===== src/rtl/gmm_pkg.sv =====
// rtl/gmm_pkg.sv - shared constants and sample type for the GMM datapath
package gmm_pkg;
   localparam int FP32_W      = 32;
   localparam int FP_EXP_BIAS = 127;
   localparam int PIX_W       = 8;
   localparam int SAMPLE_X_W  = 9;
   localparam int SAMPLE_Y_W  = 8;

   typedef struct packed {
      logic [FP32_W-1:0]     fp;
      logic [SAMPLE_X_W-1:0] x;
      logic [SAMPLE_Y_W-1:0] y;
      logic                  sof;
      logic                  eol;
      logic                  eof;
   } sample_t;
endpackage


===== src/rtl/u8_to_fp32.sv =====
// rtl/u8_to_fp32.sv - exact combinational 8-bit unsigned to IEEE-754 single conversion
module u8_to_fp32
   import gmm_pkg::*;
(
   input  logic [PIX_W-1:0]  pixel,
   output logic [FP32_W-1:0] fp
);
   logic [2:0]  msb;
   logic [22:0] aligned;
   logic [22:0] frac;
   logic [7:0]  expo;

   always_comb begin
      msb = '0;
      for (int i = 0; i < PIX_W; i++) begin
         if (pixel[i]) msb = 3'(i);
      end
   end

   // shifting left by (8 - msb) pushes the implicit leading one out of the field
   assign aligned = {pixel, 15'd0};
   assign frac    = aligned << (4'd8 - {1'b0, msb});
   assign expo    = 8'(FP_EXP_BIAS) + {5'd0, msb};
   assign fp      = (pixel == '0) ? '0 : {1'b0, expo, frac};
endmodule


===== src/rtl/pixel_fp_streamer.sv =====
// rtl/pixel_fp_streamer.sv - pixel to FP32 streamer with raster tags and output skid buffer
module pixel_fp_streamer
   import gmm_pkg::*;
#(
   parameter int IMG_W = 320,
   parameter int IMG_H = 240,
   parameter int X_W   = SAMPLE_X_W,
   parameter int Y_W   = SAMPLE_Y_W
) (
   input  logic              clk,
   input  logic              rst_n,
   input  logic              restart,
   input  logic              s_valid,
   output logic              s_ready,
   input  logic [PIX_W-1:0]  s_pixel,
   output logic              m_valid,
   input  logic              m_ready,
   output logic [FP32_W-1:0] m_fp,
   output logic [X_W-1:0]    m_x,
   output logic [Y_W-1:0]    m_y,
   output logic              m_sof,
   output logic              m_eol,
   output logic              m_eof
);
   sample_t           out_q;
   sample_t           skid_q;
   sample_t           new_s;
   logic              out_valid;
   logic              skid_full;
   logic [X_W-1:0]    x_cnt;
   logic [Y_W-1:0]    y_cnt;
   logic              accept;
   logic              out_free;
   logic              last_x;
   logic              last_y;
   logic [FP32_W-1:0] pix_fp;

   u8_to_fp32 u_conv (
      .pixel (s_pixel),
      .fp    (pix_fp)
   );

   assign s_ready  = !skid_full;
   assign accept   = s_valid && s_ready && !restart;
   assign out_free = !out_valid || m_ready;
   assign last_x   = (x_cnt == X_W'(IMG_W - 1));
   assign last_y   = (y_cnt == Y_W'(IMG_H - 1));

   always_comb begin
      new_s.fp  = pix_fp;
      new_s.x   = SAMPLE_X_W'(x_cnt);
      new_s.y   = SAMPLE_Y_W'(y_cnt);
      new_s.sof = (x_cnt == '0) && (y_cnt == '0);
      new_s.eol = last_x;
      new_s.eof = last_x && last_y;
   end

   always_ff @(posedge clk or negedge rst_n) begin
      if (!rst_n) begin
         x_cnt <= '0;
         y_cnt <= '0;
      end else if (restart) begin
         x_cnt <= '0;
         y_cnt <= '0;
      end else if (accept) begin
         x_cnt <= last_x ? '0 : x_cnt + 1'b1;
         if (last_x) y_cnt <= last_y ? '0 : y_cnt + 1'b1;
      end
   end

   // the skid only fills while the output is stalled, so it never coexists with an accept on drain
   always_ff @(posedge clk or negedge rst_n) begin
      if (!rst_n) begin
         out_valid <= 1'b0;
         skid_full <= 1'b0;
         out_q     <= '0;
         skid_q    <= '0;
      end else if (restart) begin
         out_valid <= 1'b0;
         skid_full <= 1'b0;
      end else if (out_free) begin
         if (skid_full) begin
            out_q     <= skid_q;
            out_valid <= 1'b1;
            skid_full <= 1'b0;
         end else if (accept) begin
            out_q     <= new_s;
            out_valid <= 1'b1;
         end else begin
            out_valid <= 1'b0;
         end
      end else if (accept) begin
         skid_q    <= new_s;
         skid_full <= 1'b1;
      end
   end

   assign m_valid = out_valid;
   assign m_fp    = out_q.fp;
   assign m_x     = X_W'(out_q.x);
   assign m_y     = Y_W'(out_q.y);
   assign m_sof   = out_q.sof;
   assign m_eol   = out_q.eol;
   assign m_eof   = out_q.eof;
endmodule

===== config.mk =====
export PLATFORM = sky130hd
export DESIGN_NAME = pixel_fp_streamer
export DESIGN_NICKNAME = d
export VERILOG_FILES = /design/src/rtl/gmm_pkg.sv /design/src/rtl/u8_to_fp32.sv /design/src/rtl/pixel_fp_streamer.sv
export SDC_FILE = /design/constraint.sdc
export NUM_CORES = 1
export LEC_CHECK = 0
export BUFFER_PORTS_ARGS = -buffer_cell sky130_fd_sc_hd__buf_4
export CAP_MARGIN = 25
export CORE_ASPECT_RATIO = 0.9
export CORE_MARGIN = 1.5
export CORE_UTILIZATION = 55
export CTS_CLUSTER_SIZE = 8
export DETAILED_ROUTE_END_ITERATION = 12
export PLACE_DENSITY = 0.82
export SETUP_SLACK_MARGIN = 0.1
export SLEW_MARGIN = 15
export SYNTH_ARGS = -nofsm -noshare
export SYNTH_HDL_FRONTEND = slang
export SYNTH_SLANG_ARGS = --single-unit

===== constraint.sdc =====
create_clock -name clk -period 4.45 [get_ports clk]
set_input_delay 0.2225 -clock clk [delete_from_list [all_inputs] [get_ports clk]]
set_output_delay 0.2225 -clock clk [all_outputs]
set_load 0.05 [all_outputs]

# Yosys cells after proc, flatten, opt, wreduce, memory -nomap -nowiden
# Index checks and enable logic that the tools add are counted.
# op_classes
addsub	4
eq_ne	2
n_shift	1
muxes	24
bitwise_logic	2
reduce_logical	19
# ops
operator	count
two-way mux 52 bit	2
two-way mux 8 bit	4
two-way mux 31 bit	1
two-way mux 9 bit	3
left shift 23 x 4 -> 23 bit	1
logical NOT 8 bit	2
two-way mux 3 bit	4
adder 9 x 1 -> 9 bit, second input constant	1
equality test 9 bit, second input constant	1
logical NOT 9 bit	1
adder 7 x 3 -> 8 bit, first input constant	1
adder 8 x 1 -> 8 bit, second input constant	1
equality test 8 bit, second input constant	1
two-way mux 1 bit	8
nonzero test 2 bit	4
AND reduction 3 bit	2
logical AND 1 bit	4
two-way mux 2 bit	2
subtractor 4 x 3 -> 4 bit, first input constant	1
logical NOT 1 bit	3
nonzero test 3 bit	1
inverter 1 bit	2
AND reduction 2 bit	1
logical OR 1 bit	1
# totals
ff_bits	123
out_inout_bits	54
wordCells	68

# Logic depth before layout (Yosys ltp)
# logic_depth
word_depth	12
ltp_mapped	13
depth_no_buf	11

# Cells and area by module
# A second synthesis with hierarchy kept.
# hier_totals
hier_cells	578
area_unflattened_um2	6055.8
# modules_own_cells
module	n_inst	cells_each	area_per_inst_um2	seq_area_each_um2
pixel_fp_streamer	1	478	5372.7	3078.0
u8_to_fp32	1	100	683.2	0.0

# Worst setup path before layout
# Ideal clock, no wire load.
# synth_path
path_kind	input port to flip-flop
start	in s_pixel[6]
end	reg out_q, in the netlist m_fp[17]
t_arrival_ns	2.236
t_required_ns	4.373
path_slack_ns	2.137
stages	11
cell_sequence	buf_6 -> and2b_4 -> nor2_2 -> nand2_2 -> inv_2 -> ha_1 -> clkbuf_1 -> clkbuf_1 -> nand3_1 -> a311o_1 -> a21oi_1
# synth_between
elab_chain_len	7
elab_cells_between_ends	8
cone_classes	1 x add/sub; 1 x shift; 5 x mux; 1 x reduce/logical
# synth_lines
element	line_no	source
start, declared	pixel_fp_streamer.sv:15	input logic [PIX_W-1:0] s_pixel,
two-way mux 3 bit (2 in series)	u8_to_fp32.sv:16	if (pixel[i]) msb = 3'(i);
subtractor 4 x 3 -> 4 bit	u8_to_fp32.sv:22	assign frac = aligned << (4'd8 - {1'b0, msb});
left shift 23 x 4 -> 23 bit	u8_to_fp32.sv:22	
two-way mux 31 bit *	u8_to_fp32.sv:24	assign fp = (pixel == '0) ? '0 : {1'b0, expo, frac};
two-way mux 52 bit *	pixel_fp_streamer.sv:86	end else if (accept) begin
two-way mux 52 bit *	pixel_fp_streamer.sv:82	if (skid_full) begin
end signal, assigned	pixel_fp_streamer.sv:83	out_q <= skid_q;
end signal, assigned	pixel_fp_streamer.sv:87	out_q <= new_s;
end, declared	pixel_fp_streamer.sv:25	sample_t out_q;
# Every way passes the cells marked *; elsewhere a longest branch is shown, timed or not. The select of a mux whose other input is x is not followed.
# A chain may end at the register's enable or synchronous reset.

# Worst setup path after layout
# layout_path
start	in s_pixel[1]
end	reg skid_q[40] in the netlist's numbering
# layout_between
elab_chain_len	10
elab_cells_between_ends	11
cone_classes	1 x add/sub; 1 x shift; 8 x mux; 1 x reduce/logical
# layout_lines
element	line_no	source
two-way mux 1 bit	u8_to_fp32.sv:16	
two-way mux 2 bit (2 in series)	u8_to_fp32.sv:16	
two-way mux 3 bit (4 in series)	u8_to_fp32.sv:16	
subtractor 4 x 3 -> 4 bit	u8_to_fp32.sv:22	
left shift 23 x 4 -> 23 bit	u8_to_fp32.sv:22	
two-way mux 31 bit *	u8_to_fp32.sv:24	
end signal, assigned	pixel_fp_streamer.sv:93	skid_q <= new_s;
end, declared	pixel_fp_streamer.sv:26	sample_t skid_q;
# Every way passes the cells marked *; elsewhere a longest branch is shown, timed or not.

==> reports/qor.csv <==
stage,metric,value,unit
worst_setup_path,CP cell instances,buf_4 > nor2b_1 > o21ai_0 > nand2_2 > inv_2 > ha_1 > o21ai_0 > a31oi_1 > a2bb2oi_1 > o32a_1 > o21ai_1,
synth,Synth Area in XOR/XNOR,0.0169,
timing,Final Hold Viols,0,
global_routing,largest net degree at the start of global routing,53,
synth,top-count cell post-synth,dfrtp_1,
timing,Slew @ Worst Pin,833,ps
route,vias per cell,5.82,
floorplanning,die span in y,89.6,um
worst_setup_path,CP bufs+invs,2,
synth,Synth top area share,0.476,
floorplanning,# rows,31,
cells_and_area,storage element area,2180,um2
placement,placed wire-length estimate,6.58,mm
worst_setup_path,Startpoint Class,primary input,
cells_and_area,Area growth syn-to-layout,12.1,%
global_routing,remaining global-route overflow,0,
timing,Final period util,0.527,
worst_setup_path,Crit path max-delay family,compound AO/OA/AOI/OAI gates,
timing,Final Skew,7.38,ps
clock_tree,clock-pin slew on the worst setup and hold paths,80,ps
worst_setup_path,r2r worst-path depth,7,
clock_tree,Max clock buf depth,2,
hold_path,hold crit path type,in -> reg,
floorplanning,Die Wd,99.2,um
placement,placed cell area,4900,um2
synth,sequential element share of the synthesized area,0.476,
timing,Period minus WS final,2350,ps
synth,synth top area cells,"dfrtp_1 48%, o21ai_0 5.5%, nand2_1 5.1%",
timing,max-slew violation total from the final report,0,
worst_setup_path,Worst Path Arrival,2590,ps
synth,yosys warns,0,
synth,"Distinct cells, synth",65,
route,initial detailed-routing violation count,250,
global_routing,first-pass GRT wire length,15.9,mm
synth,largest family of logic cells by synthesized area,simple AND/OR/NAND/NOR gates,
outcome,status,"complete, no violations",
clock_tree,CTS Root Cell,clkbuf_8,
worst_setup_path,"most used cell, CP",o21ai_0,
cells_and_area,fraction of layout cells with a size suffix above 1,0.192,
worst_setup_path,Levels on crit path,11,
route,via count,3603,
power,Pwr per Cell Area,363,nW/um2
global_routing,vias in the first global route,3337,
power,Worst VDD drop,0.000198,V
timing,RSZ-0062 raised after global routing,no,
worst_setup_path,crit end category,register,
cells_and_area,Final nets,535,
synth,Yosys reg bits,87,
cells_and_area,fin area,5130,um2
synth,post-synthesis mux area share,0.0760,
route,Pre-antenna DRT Iters,4,
placement,PortBufs,50,
timing,Final setup viols,0,
cells_and_area,Layout fillers,659,
synth,synth cell count leaders,"87 x dfrtp_1, 62 x nand2_1, 50 x o21ai_0",
synth,Post-Syn Instances,483,
cells_and_area,fin util,0.636,
synth,top cell type by total area after synthesis,dfrtp_1,
synth,Mean Syn Cell Area,9.48,um2
global_routing,initial antenna violation count,0,
worst_setup_path,Setup CP Type,in -> reg,
synth,Post-synth EDFFs,0,
synth,ys flop type,dfrtp_1,
route,WL final,9.65,mm
synth,adder-cell share of the synthesized area,0.0191,
run,max cap viols,0,
worst_setup_path,worst-path maximum fanout,22,
power,total power,1.86,mW
route,WL/cell,15.6,um
timing,worst hold slack,135,ps
cells_and_area,ANT cells,0,
placement,GPL Wtd Cong,0.890,
route,drt drc,0,
route,Post-DRT Antenna Nets,0,
synth,"Cell Area, Synth",4580,um2
synth,asr flop ratio synth,1.00,
worst_setup_path,max incr delay on CP,700,ps
floorplanning,Initial Util,0.567,
clock_tree,Num CTS Buffers,9,
timing,maximum clock rate,426,MHz
worst_setup_path,CP max-delay cell,ha_1,
clock_tree,# H-tree levels,3,
hold_path,Hold Path Depth,2,
floorplanning,total die area,8880,um2
clock_tree,Clock Latency Late Sink,360,ps
synth,Post-Synth Simple-Gate Area,0.188,
floorplanning,Core Area,8070,um2
global_routing,gr usage total,0.229,
timing,setup TNS,0,ps
cells_and_area,multi-input logic area,2140,um2
synth,Synth Area in Compound Gates,0.155,
timing,Max-slew headroom,0.444,
clock_tree,TritonCTS clock tree,built,
power,Lkg Pwr,2.35,nW
worst_setup_path,worst path required time,4690,ps
clock_tree,clock sinks,87,
floorplanning,# IOs,67,
==> what timing repair did <==
item,in CTS,in global routing
hold endpoints to repair,42,0
hold buffers,1,0
setup buffers,0,0
resized for setup,0,0
==> where the power goes <==
| part | switching [mW] | internal, mW |
|---|---|---|
| Combinational | 0.287 | 0.128 |
| Sequential | 0.0430 | 0.857 |
| Clock | 0.288 | 0.260 |
==> final cells by class <==
type | instances | area share
Multi-Input combinational cell | 351 | 0.418
Timing Repair Buffer | 55 | 0.0873
Clock inverter | 7 | 0.0141
Clock buffer | 9 | 0.0241
Tap cell | 99 | 0.0241
Sequential cell | 87 | 0.425
Inverter | 11 | 0.00805
==> state kept, by name (all words and copies together), names as in the netlist <==
register and count:
m_eof 1, m_eol 1, m_fp 14, m_sof 1, m_valid 1, m_x 9
m_y 8, skid_full 1, skid_q 34, x_cnt 9, y_cnt 8
==> cell families after synthesis <==
family,after synthesis
adders and majority gates,7
other,1
xor gates and xnor gates,8
buffers and inverters,60
and+or+nand+nor,171
muxes,33
AOI/OAI and AO/OA,116
DFF,87
==> placed cells by master (no fill, tap or decap), types with 9 or more instances in the layout <==
cell and count:
nor2_1 33, o21ai_0 50, nand2_1 62, dfrtp_1 86, conb_1 16, o31ai_1 9
clkbuf_8 9, a21oi_1 25, nand3_1 12, inv_1 10, buf_4 52, mux2_2 14
mux2i_1 19, nor3_1 10
==> layer usage <==
metal | wire, um | track usage
met1 | 4440 | 0.318
met2 | 4470 | 0.361
met3 | 631 | 0.0555
met4 | 110 | 0.0743
met5 | 0 | 0
==> path summary, 6_finish.rpt <==
| kind | start | to | slack [ps] |
|---|---|---|---|
| worst max-delay path | s_pixel[1] | skid_q[40] | 2100 |
| max in group asynchronous | rst_n | skid_full | 3430 |
| worst min register to register | m_fp[30] | m_fp[30] | 490 |
| worst max register to register | skid_full | skid_q[38] | 2120 |
| worst min-delay path | restart | y_cnt[1] | 130 |
| min in group asynchronous | rst_n | m_y[0] | 400 |
==> metrics by stage <==
stage / cells / setup WS, ps
final: 619 / 2100
after global routing: 619 / 1930
after CTS: 618 / 1650
after detailed placement: 601 / 1690
after global placement: 600 / 1730
after floorplan: 498 / 2140
No activity file was read; power rests on OpenSTA's default activity.
